==> src/rtl/popcnt_acc.sv <==
// Two-stage popcount accumulator: S1 counts one beat, S2 accumulates
// the beats of a vector and emits a clamped sum plus binarised activation.
module popcnt_acc #(
    parameter int INPUT_WIDTH   = 144,
    parameter int NUM_BEATS_MAX = 16,
    parameter int OUTPUT_WIDTH  = $clog2(INPUT_WIDTH*NUM_BEATS_MAX+1)
) (
    input  logic                    clk_i,
    input  logic                    rst_ni,
    input  logic                    clear_i,
    input  logic                    in_valid_i,
    output logic                    in_ready_o,
    input  logic [INPUT_WIDTH-1:0]  data_i,
    input  logic [INPUT_WIDTH-1:0]  weight_i,
    input  logic                    xnor_en_i,
    input  logic                    last_i,
    input  logic [OUTPUT_WIDTH-1:0] threshold_i,
    output logic                    out_valid_o,
    input  logic                    out_ready_i,
    output logic [OUTPUT_WIDTH-1:0] sum_o,
    output logic                    bin_o,
    output logic                    sat_o
);

    localparam int CW = $clog2(INPUT_WIDTH+1);
    localparam int AW = OUTPUT_WIDTH + 1;

    logic                    adv;
    logic                    fire;
    logic [INPUT_WIDTH-1:0]  word;
    logic [CW-1:0]           cnt;

    logic                    s1_valid;
    logic [CW-1:0]           s1_cnt;
    logic                    s1_last;
    logic [OUTPUT_WIDTH-1:0] s1_thr;

    logic [OUTPUT_WIDTH-1:0] acc;
    logic                    sat;
    logic [AW-1:0]           acc_sum;
    logic                    over;
    logic [OUTPUT_WIDTH-1:0] clamped;

    // A stalled, unconsumed result freezes the whole pipe
    assign adv        = !(out_valid_o && !out_ready_i);
    assign in_ready_o = adv && !clear_i && rst_ni;
    assign fire       = in_valid_i && in_ready_o;

    always_comb begin
        word = xnor_en_i ? ~(data_i ^ weight_i) : data_i;
        cnt  = '0;
        for (int i = 0; i < INPUT_WIDTH; i++) begin
            cnt = cnt + CW'(word[i]);
        end
    end

    assign acc_sum = {1'b0, acc} + AW'(s1_cnt);
    assign over    = acc_sum[OUTPUT_WIDTH];
    assign clamped = over ? '1 : acc_sum[OUTPUT_WIDTH-1:0];

    always_ff @(posedge clk_i) begin
        if (!rst_ni) begin
            s1_valid    <= 1'b0;
            s1_cnt      <= '0;
            s1_last     <= 1'b0;
            s1_thr      <= '0;
            acc         <= '0;
            sat         <= 1'b0;
            out_valid_o <= 1'b0;
            sum_o       <= '0;
            bin_o       <= 1'b0;
            sat_o       <= 1'b0;
        end else if (clear_i) begin
            s1_valid    <= 1'b0;
            acc         <= '0;
            sat         <= 1'b0;
            out_valid_o <= 1'b0;
        end else if (adv) begin
            s1_valid <= fire;
            if (fire) begin
                s1_cnt  <= cnt;
                s1_last <= last_i;
                s1_thr  <= threshold_i;
            end
            out_valid_o <= s1_valid && s1_last;
            if (s1_valid) begin
                if (s1_last) begin
                    sum_o <= clamped;
                    bin_o <= (clamped >= s1_thr);
                    sat_o <= sat | over;
                    acc   <= '0;
                    sat   <= 1'b0;
                end else begin
                    acc <= clamped;
                    sat <= sat | over;
                end
            end
        end
    end

endmodule

==> config.mk <==
export PLATFORM = sky130hd
export DESIGN_NAME = popcnt_acc
export DESIGN_NICKNAME = d
export VERILOG_FILES = /design/src/rtl/popcnt_acc.sv
export SDC_FILE = /design/constraint.sdc
export NUM_CORES = 1
export LEC_CHECK = 0
export BUFFER_PORTS_ARGS = -buffer_cell sky130_fd_sc_hd__buf_2
export CAP_MARGIN = 25
export CORE_AREA = 2 2 144 146
export CTS_CLUSTER_DIAMETER = 60
export DETAILED_ROUTE_END_ITERATION = 10
export DIE_AREA = 0 0 146 148
export PLACE_DENSITY = 0.7
export SLEW_MARGIN = 20
export SYNTH_ARGS = -nofsm -noshare
export SYNTH_HDL_FRONTEND = slang
export SYNTH_SLANG_ARGS = --single-unit
==> constraint.sdc <==
create_clock -name clk_i -period 10.4 [get_ports clk_i]
set_clock_uncertainty 0.2 [all_clocks]
set_input_delay 1.04 -clock clk_i [delete_from_list [all_inputs] [get_ports clk_i]]
set_output_delay 1.04 -clock clk_i [all_outputs]
set_load 0.005 [all_outputs]
## Word level (Yosys, flattened, before mapping)

Index checks and enable logic that the tools add are counted.

| operators by class | value |
|---|---|
| add/subtract/negate cells | 144 |
| multiplexer cells | 4 |
| order comparisons | 1 |
| bitwise operators | 6 |
| reductions and logical operators | 12 |

Operators by type and width:

| kind | count |
|---|---|
| $add 8x1->8 | 136 |
| $mux 144 | 1 |
| $not 144->144 | 1 |
| $xor 144x144->144 | 1 |
| $mux 12 | 2 |
| $add 12x8->13 | 1 |
| $ge 12x12->1 | 1 |
| $add 7x1->8 | 1 |
| $add 6x1->7 | 1 |
| $add 5x1->6 | 1 |
| $add 4x1->5 | 1 |
| $logic_and 1x1->1 | 5 |
| $add 3x1->4 | 1 |
| $reduce_and 4->1 | 1 |
| $add 2x1->3 | 1 |
| $logic_not 1->1 | 3 |
| $not 1->1 | 3 |
| $reduce_and 3->1 | 1 |
| $add 1x1->2 | 1 |
| $reduce_and 2->1 | 1 |
| $reduce_or 2->1 | 1 |
| $mux 1 | 1 |
| $or 1x1->1 | 1 |

| storage, ports and cells | value |
|---|---|
| bits in registers | 50 |
| logic and storage cells | 177 |

## Logic depth before layout (Yosys ltp)

| depth | value |
|---|---|
| depth in word-level cells | 146 |
| gate-level depth with buffers | 28 |

## Worst setup path before layout

No wires, ideal clock.

| timing path | value |
|---|---|
| kind | in2reg |
| start point | input port xnor_en_i |
| end point | register s1_cnt[6] |
| setup time | 0.125 ns |
| arrival time | 8.666 ns |
| slack | 1.409 ns |
| buffers on the path | 3 |
| data required time | 10.075 ns |
| stages | 27 |
| cells stage by stage | clkbuf_1 -> clkbuf_1 -> clkbuf_1 -> nor2b_1 -> xnor2_1 -> fa_1 -> inv_1 -> fa_1 -> inv_1 -> fa_1 -> fa_1 -> inv_1 -> fa_1 -> fa_1 -> fa_1 -> fa_1 -> fa_1 -> inv_1 -> fa_1 -> inv_1 -> ha_1 -> fa_1 -> a21o_1 -> a21o_1 -> a21oi_1 -> or4b_2 -> nand3_1 |

| on the way | value |
|---|---|
| cells in the longest elaborated chain, start to end | 144 |

Ends and longest elaborated chain:

| what | RTL line | RTL |
|---|---|---|
| start, declared | 15 | `input logic xnor_en_i,` |
| $mux 144 * | 50 | `word = xnor_en_i ? ~(data_i ^ weight_i) : data_i;` |
| $add 1x1->2 | 53 | `cnt = cnt + CW'(word[i]);` |
| $add 2x1->3 | 53 |  |
| $add 3x1->4 | 53 |  |
| $add 4x1->5 | 53 |  |
| $add 5x1->6 | 53 |  |
| $add 6x1->7 | 53 |  |
| $add 7x1->8 | 53 |  |
| $add 8x1->8 (135 in a row) | 53 |  |
| $add 8x1->8 * | 53 |  |
| end signal, assigned | 81 | `s1_cnt <= cnt;` |
| end, declared | 34 | `logic [CW-1:0] s1_cnt;` |

Every way passes the cells marked *; elsewhere a longest branch is shown, timed or not.
A chain may end at the register's enable or synchronous reset.

## Worst setup path after layout

Same ends and word-level chain as after synthesis.

==> out/metrics.yaml <==
cts_hold_buf: 0
synth_top_family_by_area: "adder cells"
worstMarginPinSlew_ps: 947.1
root_buffer: "clkbuf_16"
netlist_instances: 894
cp_num_buf_inv: 7
maxSlewHeadroom_pct: 36.38
grt_overflow: 0
cpMaxStageDelayCell: "fa_1"
synth.distinct_cells: 59
place_inst: 1458
grt_first_pass_wirelength_mm: 33.29
hp-class: "reg -> reg"
clk_pin_slew_ps: 70
rows: 52
num-nets-final: 1678
ant_nets: 0
ys_ff_latch: 50
area_delta_synth_final_pct: 24.55
dieArea_mm2: 0.02161
cts_resized: 0
async_reset_ff_share_pct: 0
cpMostUsedCell: "fa_1"
synth_xor_area_share_pct: 16.26
core_area_mm2: 0.02004
synth_top_cell_by_area: "fa_1"
grt_start_max_net_pins: 64
grt_use_met2_pct: 33.28
ys_warn_count: 0
synth_compound_area_share_pct: 9.048
startpoint_type: "primary input"
via_per_inst: 4.517
timing.fmax_mhz: 111.0
rsz0062_at_grt: "no"
max_stage_delay_ps: 560
status: "finished, final reports clean"
use_met1_pct: 26.07
cp_top_family: "adder cells"
ctsHtreeMaxLevel: 2
drt_wl_total_mm: 20.86
crit_arrival_ps: 8990
grt_pass1_vias: 6971
synth_edf_count: 0
first_pass_iters: 4
cts_buffers: 5
grt-busiest-layer: "met2"
io_buffers: 322
wl_per_cell_um: 14.23
dr_total_vias: 6622
synth_mux_area_share_pct: 0.2413
fin_tns_setup_ps: 0
finalHoldViolations: 0
synth_fa_ha_area_share_pct: 38.49
syn_area_per_cell_um2: 9.280
netlist_area_mm2: 0.008297
final_max_slew_viol_count: 0
maxCapViolCount: 0
cts_sinks: 50
finalNonFillerCells: 1466
antennaDiodeCount: 0
place_hpwl_mm: 18.50
initial_core_util_pct: 41.40
die_y_um: 148
cts_tree: "yes"
antenna_found_initial: 1
synth_nets: 1377
ys_top_cells_by_area: "fa_1 (32%), xnor2_1 (16%), dfxtp_1 (12%)"
period_needed_ps: 9013
critical_path_class: "in -> reg"
die_x_um: 146
critPathRequiredTime_ps: 10370
cts_setup_buffers: 0
drive_above_1_share_pct: 29.10
fin_crit_sh_pct: 86.66
drc: 0
setup_violations: 0
clk-insertion-delay-late_ps: 290
gp_congestion: 0.8941
grt_usage_pct: 19.08
groute.layer.met3.usage_pct: 2.438
yosys.area_share.simple_pct: 16.24
drt_iter0_drc: 258
path_max_fanout: 63
endpoint_kind: "flip-flop"
reg2reg_slack_ps: 6990
yosysSeqAreaShare_pct: 12.06
max-clock-path-buffers: 2
post-synth-top-area-fraction_pct: 31.85
num_io_pins: 323
ys.flop_type: "dfxtp_1"
cell families after synthesis:
| group | after synthesis |
|---|---|
| simple gates | 235 |
| fa+ha+maj | 176 |
| buf+inv | 168 |
| xor+xnor | 154 |
| compound gates | 109 |
| flops | 50 |
| mux | 2 |
tightest hold or removal path, stage by stage (launching register included):
cell     delay [ps]
dfxtp_1         310
nand2_1          50
o21ai_1          50
layout make-up:
type	instances	area (um2)
fill	1928	9706
timing repair buffer	325	1669
clock inverter	2	12.51
sequential	50	1001
tap	270	337.8
clock buffer	6	138.9
inverter	137	514.2
multi-input combinational	676	6660
state kept, by name, indices dropped and copies added, names as in the netlist:
register     cells
acc             12
bin_o            1
out_valid_o      1
s1_cnt           8
s1_last          1
s1_thr          12
s1_valid         1
sat              1
sat_o            1
sum_o           12
cell usage in the layout, fill, tap and decap left out, types with 2 or more instances in the layout:
cell type and instances:
nor3_1 4, a21oi_1 20, inv_1 136, a21o_1 9
nor2_1 18, and2_1 2, a211oi_1 9, nor2b_1 60
or3_1 2, nand2_1 36, o211ai_1 3, a311oi_1 2
nand3_1 9, clkbuf_16 5, mux2i_1 2, nand2b_1 90
o21ai_1 5, buf_4 2, ha_1 44, o31ai_2 2
dfxtp_1 50, fa_1 132, xnor2_1 150, buf_2 321
o21a_1 2, nand4_1 2, xor2_1 4, a31oi_1 3
o21ai_0 25, o31ai_1 13, a211oi_2 2
per-stage QoR:
stage | hold WS (ps) | area [um2] | util (%) | setup WS (ps)
5_1_grt | 280.6 | 10330 | 51.57 | 961.0
4_1_cts | 256.7 | 10330 | 51.57 | 1349
3_5_place_dp | 247.3 | 10180 | 50.81 | 1053
3_3_place_gp | 242.2 | 10150 | 50.67 | 1135
2_1_floorplan | 229.1 | 8297 | - | 1409
6_report | 253.0 | 10330 | 51.57 | 1387
worst paths after layout:
kind                            endpoint  cells after the start                   start
hold reg to reg      acc[5]$_SDFFE_PP0P_                      2     acc[5]$_SDFFE_PP0P_
hold / removal       acc[5]$_SDFFE_PP0P_                      2     acc[5]$_SDFFE_PP0P_
setup reg to reg      bin_o$_SDFFE_PN0P_                     13  s1_cnt[0]$_SDFFE_PN0P_
setup / recovery  s1_cnt[6]$_SDFFE_PN0P_                     26               xnor_en_i
Yosys cell counts (all sizes together) (2+ instances only):
cell type,count
nand4,2
a21oi,21
a211oi,12
fa,132
mux2i,2
nand2,36
o211ai,3
nor2b,61
dfxtp,50
a21o,9
a311oi,3
nand2b,90
xor2,4
nor3,4
or3,3
and2,3
o21ai,30
nand3,9
nor2,19
a31oi,3
inv,136
nor4b,2
o21a,2
clkbuf,28
o31ai,15
ha,44
xnor2,150
buf,3
routing by layer:
layer	routed length [um]	part of all wire (%)
met1	9311	45
met2	10280	49
met3	1050	5.0
met4	220	1.1
met5	0	0
Power is not shown: default switching activity piles up to over one toggle a cycle in this logic, so the estimate is an artifact.
